--- src/rtl/rv_lsu_pkg.sv ---
// Shared types and helpers for the load/store unit.
//   lsu_size_t  : access size decoded from funct3[1:0] (byte/half/word/double)
//   lsu_state_t : transaction FSM states
//   funct3 constants for loads (LB..LWU) and stores (SB..SD)
//   is_legal()  : decides whether a funct3/direction pair is a legal access
package rv_lsu_pkg;

    typedef enum logic [1:0] {
        SZ_B = 2'd0,
        SZ_H = 2'd1,
        SZ_W = 2'd2,
        SZ_D = 2'd3
    } lsu_size_t;

    typedef enum logic [1:0] {
        IDLE  = 2'd0,
        BEAT0 = 2'd1,
        BEAT1 = 2'd2,
        RESP  = 2'd3
    } lsu_state_t;

    localparam logic [2:0] LB  = 3'b000;
    localparam logic [2:0] LH  = 3'b001;
    localparam logic [2:0] LW  = 3'b010;
    localparam logic [2:0] LD  = 3'b011;
    localparam logic [2:0] LBU = 3'b100;
    localparam logic [2:0] LHU = 3'b101;
    localparam logic [2:0] LWU = 3'b110;
    localparam logic [2:0] SB  = 3'b000;
    localparam logic [2:0] SH  = 3'b001;
    localparam logic [2:0] SW  = 3'b010;
    localparam logic [2:0] SD  = 3'b011;

    // 111 is never legal, stores have no unsigned form, and doubleword
    // accesses only exist on a 64-bit bus.
    function automatic logic is_legal(input logic [2:0] funct3, input logic we, input int xlen);
        logic ok;
        ok = 1'b1;
        if (funct3 == 3'b111)                    ok = 1'b0;
        if (we && funct3[2])                     ok = 1'b0;
        if (xlen == 32 && funct3[1:0] == 2'b11)  ok = 1'b0;
        return ok;
    endfunction

endpackage

--- src/rtl/core_lsu_align.sv ---
// Combinational lane steering for the LSU.
//   size     in   access size
//   off      in   byte offset inside the bus word
//   wdata    in   right-aligned store data
//   uns      in   1 = zero-extend loads, 0 = sign-extend
//   rbytes   in   two bus words of read data, beat1 word in the upper half
//   mask     out  2*NB byte-lane mask; low half for beat0, high half for beat1
//   wdata_sh out  store data shifted onto lanes across two words
//   rdata    out  extracted and extended load result
module core_lsu_align
    import rv_lsu_pkg::*;
#(
    parameter int XLEN = 32
) (
    input  lsu_size_t                    size,
    input  logic [$clog2(XLEN/8)-1:0]    off,
    input  logic [XLEN-1:0]              wdata,
    input  logic                         uns,
    input  logic [2*XLEN-1:0]            rbytes,
    output logic [2*XLEN/8-1:0]          mask,
    output logic [2*XLEN-1:0]            wdata_sh,
    output logic [XLEN-1:0]              rdata
);

    localparam int NB = XLEN / 8;

    int              nbytes;
    logic [XLEN-1:0] rsh;
    logic            sbit;

    // Illegal doubleword sizes on a 32-bit bus are clamped so the mask
    // stays in range; such requests never reach the bus anyway.
    always_comb begin
        nbytes = 1 << size;
        if (nbytes > NB) nbytes = NB;
    end

    always_comb begin
        mask = '0;
        for (int i = 0; i < NB; i++) begin
            if (i < nbytes) mask[i] = 1'b1;
        end
        mask = mask << off;
    end

    assign wdata_sh = {{XLEN{1'b0}}, wdata} << {off, 3'b000};

    assign rsh = XLEN'(rbytes >> {off, 3'b000});

    always_comb begin
        sbit = 1'b0;
        for (int i = 0; i < XLEN; i++) begin
            if (i == 8 * nbytes - 1) sbit = rsh[i];
        end
        for (int i = 0; i < XLEN; i++) begin
            rdata[i] = (i < 8 * nbytes) ? rsh[i] : (sbit & ~uns);
        end
    end

endmodule

--- src/rtl/core_lsu.sv ---
// Load/store unit between the memory stage and a word-wide data bus.
// One transaction at a time; boundary-crossing accesses become two bus
// beats (MISALIGN_EN=1) or are rejected with o_misaligned (MISALIGN_EN=0).
//   i_clk, i_reset      clock, synchronous active-high reset
//   i_valid / o_ready   request handshake; i_we, i_funct3, i_addr, i_wdata
//   o_done              1-cycle completion pulse; o_rdata holds last load result
//   o_misaligned        1-cycle pulse for a rejected crossing access
//   o_fault             1-cycle pulse for an illegal funct3
//   o_bus_*             registered bus request, held until i_bus_ack
//   i_bus_ack           beat complete; i_bus_rdata valid in the same cycle
module core_lsu
    import rv_lsu_pkg::*;
#(
    parameter int XLEN        = 32,
    parameter int ADDR_W      = 32,
    parameter bit MISALIGN_EN = 1'b1
) (
    input  logic                i_clk,
    input  logic                i_reset,
    input  logic                i_valid,
    output logic                o_ready,
    input  logic                i_we,
    input  logic [2:0]          i_funct3,
    input  logic [ADDR_W-1:0]   i_addr,
    input  logic [XLEN-1:0]     i_wdata,
    output logic                o_done,
    output logic [XLEN-1:0]     o_rdata,
    output logic                o_misaligned,
    output logic                o_fault,
    output logic                o_bus_req,
    output logic                o_bus_we,
    output logic [ADDR_W-1:0]   o_bus_addr,
    output logic [XLEN/8-1:0]   o_bus_sel,
    output logic [XLEN-1:0]     o_bus_wdata,
    input  logic                i_bus_ack,
    input  logic [XLEN-1:0]     i_bus_rdata
);

    localparam int NB    = XLEN / 8;
    localparam int OFF_W = $clog2(NB);

    lsu_state_t        state, state_n;
    logic              accept;

    logic              we_q;
    logic [2:0]        f3_q;
    logic [OFF_W-1:0]  off_q;
    logic [XLEN-1:0]   wdata_q;
    logic              cross_q;
    logic [XLEN-1:0]   rbuf;

    // The aligner sees the live request while idle (to build beat0) and
    // the held request otherwise (beat1 lanes and load extraction).
    logic              idle;
    logic [2:0]        f3_a;
    logic              we_a;
    logic [OFF_W-1:0]  off_a;
    logic [XLEN-1:0]   wdata_a;
    logic              legal_a;
    logic              cross_a;
    int                span;
    logic [2*NB-1:0]   mask_a;
    logic [2*XLEN-1:0] wsh_a;
    logic [2*XLEN-1:0] rbytes;
    logic [XLEN-1:0]   ext_a;

    assign idle    = (state == IDLE);
    assign f3_a    = idle ? i_funct3 : f3_q;
    assign we_a    = idle ? i_we : we_q;
    assign off_a   = idle ? i_addr[OFF_W-1:0] : off_q;
    assign wdata_a = idle ? i_wdata : wdata_q;
    assign legal_a = is_legal(f3_a, we_a, XLEN);

    always_comb begin
        span    = int'(off_a) + (1 << f3_a[1:0]);
        cross_a = span > NB;
    end

    // On a single-beat completion the word is still on the bus; on a
    // split completion beat0's word sits in rbuf below the live beat1.
    assign rbytes = (state == BEAT0) ? {{XLEN{1'b0}}, i_bus_rdata} : {i_bus_rdata, rbuf};

    core_lsu_align #(.XLEN(XLEN)) u_align (
        .size     (lsu_size_t'(f3_a[1:0])),
        .off      (off_a),
        .wdata    (wdata_a),
        .uns      (f3_a[2]),
        .rbytes   (rbytes),
        .mask     (mask_a),
        .wdata_sh (wsh_a),
        .rdata    (ext_a)
    );

    always_comb begin
        state_n = state;
        accept  = 1'b0;
        case (state)
            IDLE: begin
                if (i_valid && o_ready) begin
                    accept = 1'b1;
                    if (legal_a && !(cross_a && !MISALIGN_EN)) state_n = BEAT0;
                end
            end
            BEAT0:   if (i_bus_ack) state_n = cross_q ? BEAT1 : RESP;
            BEAT1:   if (i_bus_ack) state_n = RESP;
            RESP:    state_n = IDLE;
            default: state_n = IDLE;
        endcase
    end

    always_ff @(posedge i_clk) begin
        if (i_reset) begin
            state        <= IDLE;
            o_ready      <= 1'b1;
            o_done       <= 1'b0;
            o_rdata      <= '0;
            o_misaligned <= 1'b0;
            o_fault      <= 1'b0;
            o_bus_req    <= 1'b0;
            o_bus_we     <= 1'b0;
            o_bus_addr   <= '0;
            o_bus_sel    <= '0;
            o_bus_wdata  <= '0;
            we_q         <= 1'b0;
            f3_q         <= '0;
            off_q        <= '0;
            wdata_q      <= '0;
            cross_q      <= 1'b0;
            rbuf         <= '0;
        end else begin
            state        <= state_n;
            o_done       <= 1'b0;
            o_misaligned <= 1'b0;
            o_fault      <= 1'b0;
            case (state)
                IDLE: begin
                    if (accept) begin
                        o_ready      <= 1'b0;
                        we_q         <= i_we;
                        f3_q         <= i_funct3;
                        off_q        <= i_addr[OFF_W-1:0];
                        wdata_q      <= i_wdata;
                        cross_q      <= cross_a;
                        o_fault      <= !legal_a;
                        o_misaligned <= legal_a && cross_a && !MISALIGN_EN;
                        if (state_n == BEAT0) begin
                            o_bus_req   <= 1'b1;
                            o_bus_we    <= i_we;
                            o_bus_addr  <= {i_addr[ADDR_W-1:OFF_W], {OFF_W{1'b0}}};
                            o_bus_sel   <= mask_a[NB-1:0];
                            o_bus_wdata <= i_we ? wsh_a[XLEN-1:0] : '0;
                        end
                    end else begin
                        // Reopens after a rejection pulse.
                        o_ready <= 1'b1;
                    end
                end
                BEAT0: begin
                    if (i_bus_ack) begin
                        rbuf <= i_bus_rdata;
                        if (cross_q) begin
                            o_bus_addr  <= o_bus_addr + ADDR_W'(NB);
                            o_bus_sel   <= mask_a[2*NB-1:NB];
                            o_bus_wdata <= we_q ? wsh_a[2*XLEN-1:XLEN] : '0;
                        end else begin
                            o_bus_req   <= 1'b0;
                            o_bus_we    <= 1'b0;
                            o_bus_addr  <= '0;
                            o_bus_sel   <= '0;
                            o_bus_wdata <= '0;
                        end
                    end
                end
                BEAT1: begin
                    if (i_bus_ack) begin
                        o_bus_req   <= 1'b0;
                        o_bus_we    <= 1'b0;
                        o_bus_addr  <= '0;
                        o_bus_sel   <= '0;
                        o_bus_wdata <= '0;
                    end
                end
                RESP: begin
                    o_ready <= 1'b1;
                end
                default: begin
                    o_ready <= 1'b1;
                end
            endcase
            // Result is formed on the edge into RESP so o_done and o_rdata
            // appear together; stores leave o_rdata untouched.
            if (state_n == RESP && state != RESP) begin
                o_done <= 1'b1;
                if (!we_q) o_rdata <= ext_a;
            end
        end
    end

endmodule
--- config.mk ---
export PLATFORM = sky130hd
export DESIGN_NAME = core_lsu
export DESIGN_NICKNAME = d
export VERILOG_FILES = /design/src/rtl/rv_lsu_pkg.sv /design/src/rtl/core_lsu_align.sv /design/src/rtl/core_lsu.sv
export SDC_FILE = /design/constraint.sdc
export NUM_CORES = 1
export LEC_CHECK = 0
export ABC_CLOCK_PERIOD_IN_PS = 7030
export CORE_MARGIN = 2
export CORE_UTILIZATION = 57
export DETAILED_ROUTE_END_ITERATION = 10
export PLACE_DENSITY_LB_ADDON = 0.05
export SYNTH_ARGS = -nofsm -noshare
export SYNTH_HDL_FRONTEND = slang
export SYNTH_HIERARCHICAL = 1
export SYNTH_SLANG_ARGS = --single-unit
--- constraint.sdc ---
create_clock -name i_clk -period 7.03 [get_ports i_clk]
set_clock_uncertainty 0.05 [all_clocks]
set_input_delay 1.406 -clock i_clk [delete_from_list [all_inputs] [get_ports i_clk]]
set_output_delay 1.406 -clock i_clk [all_outputs]
set_load 0.02 [all_outputs]
==> results of run 1 <==
-- how the worst max path moves through the flow --
stage                             end  cells past startpoint        start  slack [ns]
after floorplan           o_rdata[10]                     15  i_funct3[1]        2.60
after global placement    o_rdata[14]                     14  i_funct3[1]        1.20
after detailed placement  o_rdata[13]                     14  i_funct3[1]        1.03
after CTS                 o_rdata[15]                     14  i_funct3[1]        1.39
after global routing      o_rdata[14]                     14  i_funct3[1]        1.02
final                     o_rdata[15]                     14  i_funct3[1]        1.30
-- final cells by class --
| cell class | count | area [sq um] |
|---|---|---|
| clock buffers | 21 | 470.5 |
| clock inverters | 9 | 156.4 |
| fillers | 1512 | 5364 |
| inverters | 24 | 90.09 |
| multi-input cells | 990 | 6526 |
| flip-flops and latches | 176 | 3523 |
| well taps | 234 | 292.8 |
| repair buffers | 219 | 2157 |
-- per-layer routing --
layer | vias to the layer above | GRT usage (%) | wire [um]
met1 | 4769 | 44.39 | 13920
met2 | 396 | 44.97 | 13730
met3 | 31 | 4.993 | 2096
met4 | 0 | 6.105 | 338
met5 | - | 0 | 0
li1 | 4813 | - | -
-- critical path, cell delays in order --
cell and delay (ns):
clkdlybuf4s50_1 0.49, mux2i_1 0.36, inv_1 0.41, nor2_1 0.30, inv_1 0.33, ha_1 0.34, or2b_1 0.19, ha_1 0.15
or4b_4 0.47, o211a_1 0.27, o31ai_4 0.83, o21ai_0 0.22, nand2_1 0.11, mux2i_1 0.09
-- placed cells by master, fill, tap and decap left out, drive strengths merged, types with 6 or more instances in the layout --
cell type	n
a211oi	6
dfxtp	176
nand3	16
nor3	45
a221oi	40
nor2b	33
and4	6
nor2	81
clkbuf	21
ha	13
mux4	31
a21oi	110
nor4	8
buf	14
inv	25
clkdlybuf4s50	205
conb	15
o21ai	52
mux2i	66
and3	20
nand2	290
nand4	9
mux2	70
a22o	7
a311oi	6
a31oi	13
and2	13
-- registers in the layout (all words and copies together) (netlist names), 2 cells and up --
name	flops
o_rdata	32
state	2
off_q	2
o_bus_sel	4
o_bus_wdata	32
o_bus_addr	30
rbuf	32
f3_q	3
wdata_q	32
-- power breakdown --
part	internal, mW	switching, mW	total, mW
clock network	0.621	0.403	1.02
logic	0.958	1.29	2.25
registers	1.19	0.155	1.35
total	2.77	1.85	4.62
==> flow_metrics.tcl, run 1 <==
set metrics [dict create \
    num_vias 10010 \
    wire_per_inst_um 17.98 \
    ios 210 \
    status "completed" \
    drt-total-wl_um 30080 \
    p_leak_nw 4.979 \
    clkTransAtPathRegs_ns 0.06 \
    cp.arrival_ns 5.97 \
    grt.overflow.total 0 \
    place_ws_ns 1.034 \
    via_per_inst 5.983 \
    clk_path_buf_depth 2 \
    ctsRootBufferMaster "clkbuf_16" \
    finalInstanceArea_sq_um 13220 \
    netlist_instances 1306 \
    antenna_left 0 \
    grt_usage_pct 29.60 \
    portBuffers 206 \
    avgSynthCellArea_sq_um 8.212 \
    clock_sinks 176 \
    yosysWarnings 6 \
    cts_setup_buffers 0 \
    power.density_nw_per_um2 349.7 \
    grt_max_degree 98 \
    first_pass_iters 5 \
    ir_drop_uv 190.4 \
    cts-resized-gates 0 \
    cp_data_required_time_ns 7.27 \
    core_sq_um 18580 \
    crit_type "primary input to flip-flop" \
    power_mw 4.622 \
    hold_buffers 0 \
    worstHoldStart "rbuf[30]" \
    slew_viol_final 0 \
    fmax_mhz 174.4 \
    cts_made_buffers 17 \
    syn_to_final_growth_pct 23.23 \
    r2r-end "o_rdata[15]" \
    holdWs_ns 0.4013 \
    period_share_pct 81.55 \
    dp_hpwl_um 20350 \
    path_max_fanout 25 \
    dp_cells 1643 \
    min_period_ns 5.733 \
    tightestPinTransition_ns 1.184 \
    rsz0062_at_grt "false" \
    rrSetupSlack_ns 2.03 \
    fin_ws_ns 1.297 \
    final_cells 1673 \
    hold_end "rbuf[30]" \
    grt_pass1_vias 8938 \
    drcViolationCount 0 \
    finalHoldViolCount 0 \
    insertedDiodeCount 0 \
    place_area_sq_um 12590 \
    die-width_um 141.2 \
    nNetsFinal 1546 \
    cts_max_level 4 \
    r2r_start "state[0]" \
    syn_area_sq_um 10730 \
    die_y_um 141.2 \
    initial_utilization_pct 57.72 \
    rows 50 \
    max_cap_viol_count 0 \
    grt_pass1_wl_um 47620 \
    start_kind "primary input" \
    hold_depth 2 \
    min_path_type "flip-flop to flip-flop" \
    antenna_found_initial 0 \
    cts_tree "done" \
    final.setup.tns_ns 0 \
    drtIter0Drc 968 \
    finish.utilization_pct 71.13 \
    slew_headroom_pct 20.90 \
    gp_congestion 0.8896 \
    r2r_cells 15 \
    setup_viol 0 \
    endpoint_kind "flip-flop" \
    drive_gt1_share_pct 11.74 \
    clock_latency_ns 0.43 \
    dieArea_sq_um 19930 \
]
Note: power is estimated with default switching activity, not from simulation.
==> inputs of run 2 (changes only) <==
--- a/config.mk
+++ b/config.mk
@@ -5,9 +5,9 @@
 export SDC_FILE = /design/constraint.sdc
 export NUM_CORES = 1
 export LEC_CHECK = 0
-export ABC_CLOCK_PERIOD_IN_PS = 7030
+export ABC_CLOCK_PERIOD_IN_PS = 5400
 export CORE_MARGIN = 2
-export CORE_UTILIZATION = 57
+export CORE_UTILIZATION = 53
 export DETAILED_ROUTE_END_ITERATION = 10
 export PLACE_DENSITY_LB_ADDON = 0.05
 export SYNTH_ARGS = -nofsm -noshare
==> constraint.sdc (replaced) <==
create_clock -name i_clk -period 5.4 [get_ports i_clk]
set_clock_uncertainty 0.05 [all_clocks]
set_input_delay 1.08 -clock i_clk [delete_from_list [all_inputs] [get_ports i_clk]]
set_output_delay 1.08 -clock i_clk [all_outputs]
set_load 0.02 [all_outputs]
==> flow_metrics.tcl, run 2 (same netlist as run 1, synthesis figures left out) <==
set metrics [dict create \
    status "completed" \
    worstHoldStart "wdata_q[0]" \
    path_max_fanout 24 \
    grt.overflow.total 0 \
    finalHoldViolCount 0 \
    path_cells "clkdlybuf4s50_1 -> mux2i_1 -> inv_1 -> nor2_1 -> inv_1 -> ha_1 -> or2b_1 -> ha_1 -> or4b_4 -> o211a_1 -> o31ai_4 -> buf_4 -> o21ai_0 -> nand2_1 -> mux2i_1" \
    clock_latency_ns 0.44 \
    ctsRootBufferMaster "clkbuf_16" \
    r2r_cells 16 \
    dp_cells 1682 \
    setup_viol 0 \
    clk_path_buf_depth 2 \
    p_leak_nw 4.982 \
    slew_headroom_pct 15.55 \
    hold_depth 2 \
    start_kind "primary input" \
    rows 52 \
    drtIter0Drc 874 \
    via_per_inst 5.809 \
    cp.arrival_ns 4.57 \
    die_y_um 146.3 \
    tightestPinTransition_ns 1.261 \
    antenna_found_initial 0 \
    slew_viol_final 0 \
    hold_end "wdata_q[0]" \
    worstSetupStartpoint "i_funct3[1]" \
    grt_usage_pct 27.38 \
    grt_pass1_wl_um 47890 \
    dp_hpwl_um 20310 \
    cts-resized-gates 0 \
    r2r_start "state[0]" \
    crit_buf_inv 4 \
    crit_type "primary input to flip-flop" \
    die-width_um 146.3 \
    r2r-end "o_rdata[12]" \
    clkTransAtPathRegs_ns 0.07 \
    final_cells 1714 \
    rsz0062_at_grt "false" \
    drive_gt1_share_pct 12.12 \
    cts_made_buffers 17 \
    wire_per_inst_um 17.51 \
    initial_utilization_pct 53.52 \
    min_period_ns 4.318 \
    max_stage_delay_ns 0.50 \
    gp_congestion 0.8309 \
    layout_common_cells "nand2_1 (288), clkdlybuf4s50_1 (205), dfxtp_1 (176), a21oi_1 (110), nor2_1 (80)" \
    cts_max_level 4 \
    first_pass_iters 7 \
    insertedDiodeCount 0 \
    period_share_pct 79.97 \
    finish.utilization_pct 66.04 \
    syn_to_final_growth_pct 23.39 \
    rrSetupSlack_ns 1.37 \
    num_vias 9957 \
    min_path_type "flip-flop to flip-flop" \
    hold_buffers 0 \
    nNetsFinal 1549 \
    ir_drop_uv 227.4 \
    worst-path-stages 15 \
    drcViolationCount 0 \
    max_cap_viol_count 0 \
    fmax_mhz 231.6 \
    power.density_nw_per_um2 446.4 \
    cpMaxStageDelayCell "clkdlybuf4s50_1" \
    layout_commonest_cell "nand2_1" \
    grt_max_degree 98 \
    cts_tree "done" \
    cts_setup_buffers 0 \
    cp_data_required_time_ns 5.65 \
    drt-total-wl_um 30010 \
    power_mw 5.907 \
    dieArea_sq_um 21390 \
    portBuffers 206 \
    path_delay_family "buffers and inverters" \
    core_sq_um 20040 \
    endpoint_kind "flip-flop" \
    ios 210 \
    grt_pass1_vias 8861 \
    clock_sinks 176 \
    antenna_left 0 \
    final.setup.tns_ns 0 \
]
==> run 2: cell count changes in the layout (fill, tap and decap cells not counted) <==
| cell | change |
|---|---|
| clkinv_2 | -1 |
| clkinv_4 | +2 |
| clkinvlp_4 | -3 |
| inv_8 | +2 |
| buf_4 | +3 |
| bufinv_16 | -4 |
| clkbuf_1 | -1 |
| inv_6 | +7 |
==> run 2: layer usage <==
| metal | vias to the layer above | routed length (um) | global-route usage (%) |
|---|---|---|---|
| met4 | 0 | 479 | 6.990 |
| met2 | 395 | 12880 | 39.69 |
| li1 | 4853 | - | - |
| met1 | 4682 | 14330 | 42.18 |
| met3 | 27 | 2316 | 4.531 |
| met5 | - | 0 | 0 |
==> run 2: layout make-up <==
cell class	count	area [sq um]
Clock buffer	20	466.7
Clock inverter	12	110.1
Fill cell	1729	6805
Inverter	24	90.09
Multi-Input combinational cell	990	6526
Sequential cell	176	3523
Tap cell	270	337.8
Timing Repair Buffer	222	2180
==> run 2: tightest hold or removal path: cells and delay by family (launching register included) <==
kind | cells | cell delay, ns
AOI/OAI and AO/OA | 1 | 0.05
and+or+nand+nor | 1 | 0.05
DFF | 1 | 0.31
==> run 2: stage by stage <==
stage / hold slack [ns] / setup WS [ns] / instance area (sq um)
global placement: 0.3887 / 0.8302 / 12660
global route: 0.4201 / 0.8031 / 13230
detailed placement: 0.3944 / 0.6836 / 12660
CTS: 0.4047 / 1.132 / 13230
finish: 0.4035 / 1.082 / 13230
floorplan: 0.3838 / 1.268 / 10770
==> run 2: power by group <==
part,internal [mW],total [mW],switching (mW)
Combinational,1.25,2.92,1.67
Clock,0.647,1.23,0.579
Sequential,1.55,1.76,0.203
==> run 2: worst max-delay path by stage <==
stage,endpoint,slack [ns]
6_report,o_rdata[12],1.08
5_1_grt,o_rdata[15],0.80
4_1_cts,o_rdata[12],1.13
3_5_place_dp,o_rdata[12],0.68
3_3_place_gp,o_rdata[12],0.83
2_1_floorplan,o_rdata[10],1.27
==> inputs of run 3 (changes only) <==
--- a/config.mk
+++ b/config.mk
@@ -5,9 +5,9 @@
 export SDC_FILE = /design/constraint.sdc
 export NUM_CORES = 1
 export LEC_CHECK = 0
-export ABC_CLOCK_PERIOD_IN_PS = 5400
+export ABC_CLOCK_PERIOD_IN_PS = 3600
 export CORE_MARGIN = 2
-export CORE_UTILIZATION = 53
+export CORE_UTILIZATION = 48
 export DETAILED_ROUTE_END_ITERATION = 10
 export PLACE_DENSITY_LB_ADDON = 0.05
 export SYNTH_ARGS = -nofsm -noshare
==> constraint.sdc (replaced) <==
create_clock -name i_clk -period 3.6 [get_ports i_clk]
set_clock_uncertainty 0.05 [all_clocks]
set_input_delay 0.72 -clock i_clk [delete_from_list [all_inputs] [get_ports i_clk]]
set_output_delay 0.72 -clock i_clk [all_outputs]
set_load 0.02 [all_outputs]
==> flow_metrics.tcl, run 3 (same netlist as run 1, synthesis figures left out) <==
set metrics [dict create \
    hold_buffers 0 \
    rows 54 \
    initial_utilization_pct 48.99 \
    dieArea_sq_um 23560 \
    clkTransAtPathRegs_ns 0.07 \
    die-width_um 153.5 \
    via_per_inst 5.676 \
    slew_headroom_pct 37.71 \
    max_cap_viol_count 0 \
    slew_viol_final 0 \
    drt-total-wl_um 30760 \
    min_period_ns 3.383 \
    clk_path_buf_depth 2 \
    cp_data_required_time_ns 3.84 \
    nNetsFinal 1574 \
    dp_cells 1714 \
    endpoint_kind "flip-flop" \
    crit_type "primary input to flip-flop" \
    fmax_mhz 295.6 \
    tightestPinTransition_ns 0.9333 \
    rrSetupSlack_ns 0.23 \
    path_cells "clkdlybuf4s50_1 -> mux2_2 -> nor2_4 -> inv_2 -> ha_1 -> or2b_1 -> ha_1 -> or4b_4 -> o211a_1 -> o31ai_4 -> buf_12 -> o21ai_0 -> nand2_1 -> mux2i_1" \
    clock_latency_ns 0.43 \
    power.density_nw_per_um2 672.0 \
    portBuffers 206 \
    start_kind "primary input" \
    r2r_start "state[0]" \
    antenna_left 0 \
    ctsRootBufferMaster "clkbuf_16" \
    drive_gt1_share_pct 13.68 \
    met1Wirelength_um 14780 \
    cp.arrival_ns 3.63 \
    r2r_cells 15 \
    cp_common_cell "ha_1" \
    insertedDiodeCount 0 \
    die_y_um 153.5 \
    ir_drop_uv 324.9 \
    rsz0062_at_grt "false" \
    worstHoldStart "off_q[1]" \
    cts_made_buffers 17 \
    first_pass_iters 5 \
    drtIter0Drc 685 \
    grt_pass1_vias 9104 \
    grt_usage_pct 25.85 \
    grt_pass1_wl_um 49470 \
    cts_tree "done" \
    period_share_pct 93.98 \
    finalHoldViolCount 0 \
    gp_congestion 0.8488 \
    wl_met3_um 2067 \
    cts_max_level 4 \
    worst-path-stages 14 \
    grt.overflow.total 0 \
    layout_common_cells "nand2_1 (288), clkdlybuf4s50_1 (205), dfxtp_1 (176), a21oi_1 (110), nor2_1 (79)" \
    status "completed" \
    final_cells 1749 \
    core_sq_um 21890 \
    met2WireLength_um 13370 \
    hold_depth 2 \
    layout_commonest_cell "nand2_1" \
    min_path_type "flip-flop to flip-flop" \
    wire_per_inst_um 17.59 \
    path_delay_family "simple AND/OR/NAND/NOR gates" \
    r2r-end "o_rdata[14]" \
    setup_viol 0 \
    path_max_fanout 24 \
    clock_sinks 176 \
    num_vias 9928 \
    max_stage_delay_ns 0.48 \
    cpMaxStageDelayCell "or4b_4" \
    hold_end "off_q[1]" \
    syn_to_final_growth_pct 26.17 \
    p_leak_nw 5.128 \
    grt_max_degree 142 \
    dp_hpwl_um 21310 \
    top_layer_used "met4" \
    num-fill-cells 1989 \
    place_area_sq_um 12920 \
    antenna_found_initial 0 \
    ios 210 \
    finalInstanceArea_sq_um 13530 \
    crit_buf_inv 3 \
    drcViolationCount 0 \
]
==> run 3: where the power goes <==
group	switching, mW	internal, mW
logic	2.57	2.03
registers	0.300	2.33
clock network	0.821	1.05
==> run 3: routing by layer <==
layer / track usage (%) / vias up
met5: 0 / -
met4: 6.291 / 0
met3: 4.196 / 39
met2: 38.26 / 343
met1: 39.21 / 4660
li1: - / 4886
==> run 3: how the worst max path moves through the flow <==
stage                      startpoint           to  slack (ns)
after floorplan              state[0]  o_rdata[10]       0.002
after global placement    i_funct3[0]  o_rdata[14]       -0.15
after detailed placement  i_funct3[0]  o_rdata[14]       -0.24
after CTS                    state[0]  o_rdata[14]        0.07
after global routing         state[1]  o_rdata[14]        0.02
final                     i_funct3[0]  o_rdata[14]        0.22
==> run 3: cell type report <==
cell class                      count  area (sq um)  area share (%)
Clock buffer                       20         446.7           3.301
Clock inverter                     12         131.4          0.9709
Inverter                           24         90.09          0.6657
Multi-Input combinational cell    990          6560           48.48
Sequential cell                   176          3523           26.04
Tap cell                          280         350.3           2.589
Timing Repair Buffer              247          2430           17.96
==> run 3: repair_timing <==
item / CTS / global route
buffers inserted: 0 / 3
gates resized for setup: 0 / 1
hold endpoints to repair: 0 / 0
endpoints found under the setup margin: 0 / 24
==> run 3: worst register-to-register path, stage by stage, from the launching register on <==
cell and delay [ns]:
dfxtp_1 0.35, inv_1 0.15, ha_4 0.21, mux2_2 0.39
nor2_4 0.12, inv_2 0.04, ha_1 0.19, or2b_1 0.18
ha_1 0.15, or4b_4 0.48, o211a_1 0.26, o31ai_4 0.21
buf_12 0.20, o21ai_0 0.09, nand2_1 0.08, mux2i_1 0.08
==> run 3: through the flow <==
step | hold slack [ns] | total power, mW | TNS, ns | worst slack [ns] | util, %
CTS | 0.4036 | 9.087 | 0 | 0.07010 | 61.67
floorplan | 0.3838 | 5.741 | 0 | 0.001995 | -
global placement | 0.3889 | 7.147 | -2.909 | -0.1540 | 59.02
finish | 0.4031 | 9.093 | 0 | 0.2166 | 61.81
detailed placement | 0.3939 | 7.196 | -4.301 | -0.2413 | 59.02
global route | 0.4199 | 9.660 | 0 | 0.01695 | 61.81
